### src/rtl/dispatch_ctrl.sv
// ----------------------------------------------------------------------------
// dispatch_ctrl
//
// Credit-based flow controller sitting between rename and the combinational
// dispatch crossbar. Each incoming group is classified into INT / MEM / AP
// micro-ops. The group is accepted only when every class fits in the free
// entries (credits) of its issue queue. An accepted group is registered for
// one cycle, so the issue queues can never overflow and need no back-pressure.
// A pipeline flush refills all credits and passes through a one-cycle
// RECOVER state before new groups are taken again.
//
// Optional feature macro:
//   DISPATCH_CTRL_PERF_EN  - when defined, builds three saturating 32-bit
//                            stall counters (one per issue queue). When not
//                            defined, stall_* are tied to zero and no counter
//                            flops exist.
//
// Ports:
//   clock                         rising-edge clock
//   reset                         asynchronous, active-high reset
//   flush                         pipeline flush; all issue queues empty now
//   uop_in[`DISPATCH_WIDTH]       group from rename (per-slot valid/iq_code)
//   in_valid                      group present on uop_in
//   in_ready                      group accepted when in_valid && in_ready
//   uop_out[`DISPATCH_WIDTH]      registered accepted group to the crossbar
//   out_valid                     uop_out holds an accepted group
//   int_ret / mem_ret / ap_ret    entries freed by each queue this cycle
//   int_credit / mem_credit /
//   ap_credit                     current free-entry credit registers
//   stall_int / stall_mem /
//   stall_ap                      perf counters (zero unless PERF_EN)
// ----------------------------------------------------------------------------

`ifndef DISPATCH_WIDTH
`define DISPATCH_WIDTH 4
`endif

`ifndef DISPATCH_CTRL_TYPES_SV
`define DISPATCH_CTRL_TYPES_SV

// Issue-queue class of a micro-op. IQ_NONE never consumes a credit.
typedef enum logic [1:0] {
    IQ_INT  = 2'd0,
    IQ_MEM  = 2'd1,
    IQ_AP   = 2'd2,
    IQ_NONE = 2'd3
} iq_code_t;

// One rename slot. Only valid and iq_code are interpreted here; the rest is
// payload carried through to the crossbar untouched.
typedef struct packed {
    logic       valid;
    iq_code_t   iq_code;
    logic [5:0] rob_tag;
    logic [7:0] opcode;
} micro_op_t;

`endif

module dispatch_ctrl #(
    // Each depth must be at least `DISPATCH_WIDTH so a credit register can
    // represent a full group.
    parameter int  INT_IQ_DEPTH = 16,
    parameter int  MEM_IQ_DEPTH = 16,
    parameter int  AP_IQ_DEPTH  = 16,
    localparam int CW           = $clog2(`DISPATCH_WIDTH + 1),
    localparam int INT_CRW      = $clog2(INT_IQ_DEPTH + 1),
    localparam int MEM_CRW      = $clog2(MEM_IQ_DEPTH + 1),
    localparam int AP_CRW       = $clog2(AP_IQ_DEPTH + 1)
) (
    input  logic                                clock,
    input  logic                                reset,
    input  logic                                flush,
    input  micro_op_t [`DISPATCH_WIDTH-1:0]     uop_in,
    input  logic                                in_valid,
    output logic                                in_ready,
    output micro_op_t [`DISPATCH_WIDTH-1:0]     uop_out,
    output logic                                out_valid,
    input  logic [CW-1:0]                       int_ret,
    input  logic [CW-1:0]                       mem_ret,
    input  logic [CW-1:0]                       ap_ret,
    output logic [INT_CRW-1:0]                  int_credit,
    output logic [MEM_CRW-1:0]                  mem_credit,
    output logic [AP_CRW-1:0]                   ap_credit,
    output logic [31:0]                         stall_int,
    output logic [31:0]                         stall_mem,
    output logic [31:0]                         stall_ap
);

    typedef enum logic {
        S_RUN     = 1'b0,
        S_RECOVER = 1'b1
    } state_t;

    state_t state;

    // ------------------------------------------------------------------
    // Per-class population count of the incoming group.
    // ------------------------------------------------------------------
    function automatic logic [CW-1:0] count_class(
        input micro_op_t [`DISPATCH_WIDTH-1:0] grp,
        input iq_code_t                        code
    );
        logic [CW-1:0] n;
        n = '0;
        for (int i = 0; i < `DISPATCH_WIDTH; i++) begin
            if (grp[i].valid && (grp[i].iq_code == code))
                n = n + CW'(1);
        end
        return n;
    endfunction

    logic [CW-1:0] n_int, n_mem, n_ap;
    logic          int_fit, mem_fit, ap_fit;
    logic          accept;

    assign n_int = count_class(uop_in, IQ_INT);
    assign n_mem = count_class(uop_in, IQ_MEM);
    assign n_ap  = count_class(uop_in, IQ_AP);

    // Only the registered credit is compared: returns arriving this cycle are
    // deliberately not forwarded, which keeps in_ready off the *_ret paths.
    assign int_fit = INT_CRW'(n_int) <= int_credit;
    assign mem_fit = MEM_CRW'(n_mem) <= mem_credit;
    assign ap_fit  = AP_CRW'(n_ap)   <= ap_credit;

    // Flush wins over a fitting group; RECOVER never accepts.
    assign in_ready = (state == S_RUN) && int_fit && mem_fit && ap_fit && !flush;
    assign accept   = in_valid && in_ready;

    // ------------------------------------------------------------------
    // Next-credit arithmetic, one bit wider than the register so an
    // over-return shows up as a value above the depth instead of wrapping.
    // ------------------------------------------------------------------
    logic [INT_CRW:0] int_next;
    logic [MEM_CRW:0] mem_next;
    logic [AP_CRW:0]  ap_next;

    // NOTE: every always_comb output gets a default on entry so no path can
    // leave it unassigned and infer a latch.
    always_comb begin
        int_next = {1'b0, int_credit} + (INT_CRW+1)'(int_ret);
        mem_next = {1'b0, mem_credit} + (MEM_CRW+1)'(mem_ret);
        ap_next  = {1'b0, ap_credit}  + (AP_CRW+1)'(ap_ret);
        if (accept) begin
            int_next = int_next - (INT_CRW+1)'(n_int);
            mem_next = mem_next - (MEM_CRW+1)'(n_mem);
            ap_next  = ap_next  - (AP_CRW+1)'(n_ap);
        end
    end

    // ------------------------------------------------------------------
    // Control FSM with registered credits and output group.
    // ------------------------------------------------------------------
    // NOTE: sequential state is written only with non-blocking assignments
    // so every flop samples pre-edge values regardless of statement order.
    always_ff @(posedge clock or posedge reset) begin
        if (reset) begin
            state      <= S_RUN;
            int_credit <= INT_CRW'(INT_IQ_DEPTH);
            mem_credit <= MEM_CRW'(MEM_IQ_DEPTH);
            ap_credit  <= AP_CRW'(AP_IQ_DEPTH);
            uop_out    <= '0;
            out_valid  <= 1'b0;
        end else if (flush) begin
            // Queues are emptied this cycle: refill credits, drop returns and
            // the incoming group, and spend one cycle in RECOVER.
            state      <= S_RECOVER;
            int_credit <= INT_CRW'(INT_IQ_DEPTH);
            mem_credit <= MEM_CRW'(MEM_IQ_DEPTH);
            ap_credit  <= AP_CRW'(AP_IQ_DEPTH);
            uop_out    <= '0;
            out_valid  <= 1'b0;
        end else if (state == S_RECOVER) begin
            // Returns during RECOVER belong to flushed entries; ignore them.
            state      <= S_RUN;
            uop_out    <= '0;
            out_valid  <= 1'b0;
        end else begin
            state      <= S_RUN;
            int_credit <= int_next[INT_CRW-1:0];
            mem_credit <= mem_next[MEM_CRW-1:0];
            ap_credit  <= ap_next[AP_CRW-1:0];
            uop_out    <= accept ? uop_in : '0;
            out_valid  <= accept;
        end
    end

    // ------------------------------------------------------------------
    // Optional stall counters.
    // ------------------------------------------------------------------
`ifdef DISPATCH_CTRL_PERF_EN
    logic stall_window;
    assign stall_window = (state == S_RUN) && in_valid && !flush;

    // Cleared by reset only; a flush leaves the history intact.
    always_ff @(posedge clock or posedge reset) begin
        if (reset) begin
            stall_int <= '0;
            stall_mem <= '0;
            stall_ap  <= '0;
        end else begin
            if (stall_window && !int_fit && (stall_int != '1))
                stall_int <= stall_int + 32'd1;
            if (stall_window && !mem_fit && (stall_mem != '1))
                stall_mem <= stall_mem + 32'd1;
            if (stall_window && !ap_fit && (stall_ap != '1))
                stall_ap <= stall_ap + 32'd1;
        end
    end
`else
    assign stall_int = '0;
    assign stall_mem = '0;
    assign stall_ap  = '0;
`endif

    // ------------------------------------------------------------------
    // Protocol and invariant checks.
    // ------------------------------------------------------------------
    // Returns must never push a credit above the queue depth.
    a_int_max: assert property (@(posedge clock) disable iff (reset)
        ((state == S_RUN) && !flush) |-> (int_next <= (INT_CRW+1)'(INT_IQ_DEPTH)));
    a_mem_max: assert property (@(posedge clock) disable iff (reset)
        ((state == S_RUN) && !flush) |-> (mem_next <= (MEM_CRW+1)'(MEM_IQ_DEPTH)));
    a_ap_max:  assert property (@(posedge clock) disable iff (reset)
        ((state == S_RUN) && !flush) |-> (ap_next <= (AP_CRW+1)'(AP_IQ_DEPTH)));

    // An accepted group never takes more than the registered credit.
    a_int_under: assert property (@(posedge clock) disable iff (reset)
        accept |-> ((INT_CRW+1)'(n_int) <= {1'b0, int_credit}));
    a_mem_under: assert property (@(posedge clock) disable iff (reset)
        accept |-> ((MEM_CRW+1)'(n_mem) <= {1'b0, mem_credit}));
    a_ap_under:  assert property (@(posedge clock) disable iff (reset)
        accept |-> ((AP_CRW+1)'(n_ap) <= {1'b0, ap_credit}));

    // Rename holds a stalled group unchanged until it is taken (a flush or a
    // withdrawn in_valid releases it).
    a_stable: assert property (@(posedge clock) disable iff (reset)
        ((state == S_RUN) && in_valid && !in_ready && !flush)
        |=> (flush || !in_valid || (uop_in == $past(uop_in))));

endmodule

### config.mk
export PLATFORM = sky130hd
export DESIGN_NAME = dispatch_ctrl
export DESIGN_NICKNAME = d
export VERILOG_FILES = /design/src/rtl/dispatch_ctrl.sv
export SDC_FILE = /design/constraint.sdc
export NUM_CORES = 1
export LEC_CHECK = 0
export ABC_CLOCK_PERIOD_IN_PS = 17600
export CAP_MARGIN = 10
export CORE_MARGIN = 10
export CORE_UTILIZATION = 39
export DETAILED_ROUTE_END_ITERATION = 6
export PLACE_DENSITY = 0.79
export SETUP_SLACK_MARGIN = 0.4
export SLEW_MARGIN = 15
export SYNTH_ARGS = -nofsm -noshare
export SYNTH_HDL_FRONTEND = slang
export SYNTH_SLANG_ARGS = --single-unit
### constraint.sdc
create_clock -name clock -period 17.6 [get_ports clock]
set_input_delay 5.28 -clock clock [delete_from_list [all_inputs] [get_ports clock]]
set_output_delay 5.28 -clock clock [all_outputs]
set_load 0.01 [all_outputs]
======== Word level (Yosys, flattened, before mapping) ========
Cells that the tools add are included.
storage, ports and cells
  bits in latches ......................... 0
  RAM bits ................................ 0
  memories kept ........................... 0
  ROM bits ................................ 0
  word-level logic and storage cells ...... 98
  flip-flop bits (word level) ............. 85
  output and inout bits ................... 181
operators by class
  add/sub/neg operators ................... 15
  multiplexer cells ....................... 27
  order comparisons ....................... 3
  eq/ne operators ......................... 9
  div/mod/pow operators ................... 0
  shift operators ......................... 0
  reduce and logical (&&, ||, !) cells .... 22
  multipliers ............................. 0
  bitwise operators ....................... 1
operators by type and width
  cell                                            count
  two-way mux 68 bit                              3
  two-way mux 5 bit                               9
  adder 3 x 1 -> 3 bit (second input constant)    9
  two-way mux 3 bit                               9
  logical AND 1 bit                               17
  adder 5 x 3 -> 5 bit                            3
  <= comparator 3 x 5 -> 1 bit                    3
  subtractor 5 x 3 -> 5 bit                       3
  == test 2 x 1 -> 1 bit (second input constant)  4
  == test 2 bit (second input constant)           4
  zero test 2 bit                                 4
  two-way mux 1 bit                               6
  != test 2 bit (second input constant)           1
  zero test 1 bit                                 1
  NOT 1 bit                                       1

======== Longest topological paths before layout ========
  depth in word-level cells ............... 18
  depth in mapped cells ................... 17
  gate-level depth less buffers ........... 15

======== Worst setup path before layout ========
OpenSTA, ideal clock, no wires.
  kind .................................... input to output
  start point ............................. in uop_in[31] (netlist name)
  end point ............................... out in_ready
  slack ................................... 4.256 ns
  cell stages on the path ................. 12
  arrival time ............................ 8.064 ns
  cells stage by stage .................... or3b_2 > inv_1 > ha_1 > xnor2_1 > inv_1 > ha_1 > mux2_2 > ha_1 > nor2b_1 > o31ai_2 > o32ai_4 > nor3_1
on the way
  longest elaborated chain between the ends .. 12
  elaborated cells on any way between the ends .. 28
  those cells by class .................... add/sub (6); order compare (3); eq/ne (2); mux (9); reduce/logical (8)
RTL lines
  item                               line  text
  start, declared                    74    input micro_op_t [`DISPATCH_WIDTH-1:0] uop_in,
  zero test 2 bit                    107   if (grp[i].valid && (grp[i].iq_code == code))
  logical AND 1 bit                  107
  two-way mux 3 bit                  107
  adder 3 x 1 -> 3 bit               108   n = n + CW'(1);
  two-way mux 3 bit                  107
  adder 3 x 1 -> 3 bit               108
  two-way mux 3 bit                  107
  <= comparator 3 x 5 -> 1 bit       123   assign int_fit = INT_CRW'(n_int) <= int_credit;
  logical AND 1 bit (2 in series)    128   assign in_ready = (state == S_RUN) && int_fit && mem_fit && ap_fit && !flush;
  logical AND 1 bit * (2 in series)  128
  end, declared                      76    output logic in_ready,
Mark *: on every way between the ends. The rest lies on a longest branch, timed or not.

======== Final worst setup path ========
  start point ............................. in uop_in[33] (netlist name)
  end point ............................... out in_ready
on the way
  longest elaborated chain between the ends .. 11
  elaborated cells on any way between the ends .. 25
  those cells by class .................... add/sub (6); order compare (3); mux (9); reduce/logical (7)
RTL lines
  item                               line
  logical AND 1 bit                  107
  two-way mux 3 bit                  107
  adder 3 x 1 -> 3 bit               108
  two-way mux 3 bit                  107
  adder 3 x 1 -> 3 bit               108
  two-way mux 3 bit                  107
  <= comparator 3 x 5 -> 1 bit       123
  logical AND 1 bit (2 in series)    128
  logical AND 1 bit * (2 in series)  128
Marked as above.

==> flow_metrics.tcl <==
set metrics [dict create \
    hp-class "reg2reg" \
    rsz0062_at_grt "no" \
    synth_edf_count 0 \
    max_clock_freq_ghz 0.0690 \
    dr.pass1.iters 4 \
    status "complete, no violations" \
    ys_seq_area_share_pct 41.7 \
    synthSimpleGateAreaFrac_pct 16.2 \
    setup_tns_ps 0 \
    wl_per_cell_um 16.9 \
    finalCriticalPeriod_ps 14500 \
    hold_viol 0 \
    finalNonFillerCells 823 \
    max_cap_viol_count 0 \
    r2r-start "int_credit[1]$_DFFE_PP0P_" \
    critPathLaunch "uop_in[33]" \
    insertion_delay_ps 340 \
    antenna_found_initial 0 \
    cts_sinks 85 \
    grt_pass1_vias 4166 \
    grt_overflow 0 \
    cts.clk_slew.worst_paths_ps 70 \
    async_reset_ff_share_pct 100 \
    slew_headroom_pct 30.3 \
    mostFrequentLayoutCells "clkdlybuf4s50_1 (165), conb_1 (96), dfrtp_1 (82), and2_1 (68), ha_1 (36)" \
    synthesis.area_um2 5100 \
    setup_violations 0 \
    min_period_over_period_pct 82.4 \
    r2r_setup_slack_ps 14800 \
    io_buffers 165 \
    synthXorXnorAreaFrac_pct 4.12 \
    critPathRequiredTime_ps 12320 \
    dp_cells 807 \
    yosys.area.top_type "dfrtp_1" \
    worst_pin_slew_ps 1050 \
    tritoncts "built" \
    boundaryPins 262 \
    timing.rr.end "int_credit[1]$_DFFE_PP0P_" \
    clock_skew_ps 9.84 \
    grt_pass1_wl_um 21800 \
    synth_fa_ha_area_share_pct 11.2 \
    cp_max_fo 8 \
    cts_buffers 9 \
    synth_cell_type_count 45 \
    synth_top_cell_area_share_pct 40.2 \
    cts_buffer_depth 2 \
    fp.dieH_um 134 \
    drc 0 \
    worstSetupPathType "in2out" \
    setup_slack_ps 3100 \
    cp.arrival_ps 9220 \
    detail_route.iter0.violations 106 \
    startpoint_type "input pin" \
    dp_hpwl_um 11200 \
    vias_per_cell 4.46 \
    vias 3670 \
    place_congestion 0.860 \
    initial_utilization_pct 40.1 \
    yosys_warnings 0 \
    synth_mux_area_share_pct 1.25 \
    core_um2 12700 \
    postCtsHoldBufs 0 \
    synth_cells 480 \
    slew_viol_final 0 \
    post-cts-setup-buffer-count 0 \
    ys_seq_elements 85 \
    grt_max_degree 88 \
    htreeDepth 3 \
    endpoint "in_ready" \
    avgSynthCellArea_um2 10.6 \
    drive_gt1_share_pct 6.14 \
    synth_top_family_by_area "buffers and inverters" \
    hold-worst-slack_ps 584 \
    die_w_um 134 \
    ys_top_cells_by_area "dfrtp_1 (40%), buf_4 (14%), ha_1 (8.8%)" \
    p_per_area_nw_per_um2 86.5 \
    dieArea_um2 18100 \
    vdd_drop_max_mv 0.0419 \
    place_ws_ps 3110 \
    ys.flop_type "dfrtp_1" \
    antennaDiodeCount 0 \
    grtUsageTotal_pct 15.1 \
    rows 41 \
    area_growth_pct 33.9 \
    p_leak_nw 3.20 \
    ant_nets 0 \
    root_buffer "clkbuf_16" \
    post_cts_resized 0 \
    fin_nets 769 \
    crit_path_end_kind "output port" \
    synth_compound_area_share_pct 7.65 \
    final_common_cell "clkdlybuf4s50_1" \
    routed_wl_um 13900 \
    reg2regPathDepth 9 \
]
[layer usage]
metal | GRT usage (%) | routed length [µm]
met1 | 17.3 | 5710
met2 | 25.0 | 6570
met3 | 6.09 | 1300
met4 | 5.50 | 314
met5 | 0 | 0
[where the power goes]
group	internal [mW]	switching (mW)	leakage [nW]	total, mW
registers	0.213	0.0116	1.15	0.225
logic	0.0919	0.0998	1.92	0.192
clock network	0.0959	0.0786	0.133	0.175
total	0.401	0.190	3.20	0.591
[cells in the mapped netlist, types with 6 or more instances]
cell type	count
a2111oi_2	6
a21o_1	6
a21oi_1	10
and2_1	68
buf_4	96
clkbuf_1	7
dfrtp_1	82
fa_1	6
ha_1	36
inv_1	32
nand2_1	16
nand3_1	6
nand3b_1	7
nor2_1	7
nor3_1	11
o221ai_1	6
xnor2_1	12
xor2_1	12
[final cells by class]
type / count / area, µm²
well taps: 172 / 215
clock inverters: 7 / 50.0
repair buffers: 167 / 1670
multi-input cells: 350 / 2420
flip-flops and latches: 85 / 2130
fillers: 1081 / 5890
inverters: 33 / 125
clock buffers: 9 / 225
[cells by family after synthesis]
| kind of cell | after synthesis |
|---|---|
| and+or+nand+nor | 138 |
| DFF | 85 |
| other | 1 |
| muxes | 6 |
| xor gates and xnor gates | 24 |
| buffers and inverters | 140 |
| adders and majority gates | 42 |
| AOI/OAI and AO/OA | 44 |
[worst min-delay path by stage]
stage | to | from | cells after the start
2_1_floorplan | ap_credit[3]$_DFFE_PP0P_ | ap_credit[3]$_DFFE_PP0P_ | 2
6_report | mem_credit[3]$_DFFE_PP0P_ | mem_credit[3]$_DFFE_PP0P_ | 2
5_1_grt | ap_credit[0]$_DFFE_PP0P_ | ap_credit[0]$_DFFE_PP0P_ | 1
4_1_cts | ap_credit[3]$_DFFE_PP0P_ | ap_credit[3]$_DFFE_PP0P_ | 2
3_5_place_dp | ap_credit[3]$_DFFE_PP0P_ | ap_credit[3]$_DFFE_PP0P_ | 2
3_3_place_gp | ap_credit[3]$_DFFE_PP0P_ | ap_credit[3]$_DFFE_PP0P_ | 2
[worst max-delay path, stage by stage]
cell and delay, ps:
clkdlybuf4s50_1 530, or3b_2 480, inv_1 70, ha_1 240, xnor2_1 230, inv_1 70
ha_1 280, mux2_2 290, ha_1 300, nor2b_1 150, o31ai_2 240, o32ai_4 220
nor3_1 260, clkdlybuf4s50_1 570
[state kept, by name, summed over array words and instances (netlist names)]
name        flops
int_credit      5
ap_credit       5
state           1
out_valid       1
uop_out        68
mem_credit      5
[metrics by stage]
stage	util, %	total power, mW	area [µm²]
finish	53.7	0.591	6830
detailed placement	51.6	0.419	6560
CTS	53.7	0.596	6830
global route	53.7	0.627	6830
floorplan	-	0.358	5460
global placement	51.6	0.412	6560
(Power assumes the default switching activity.)
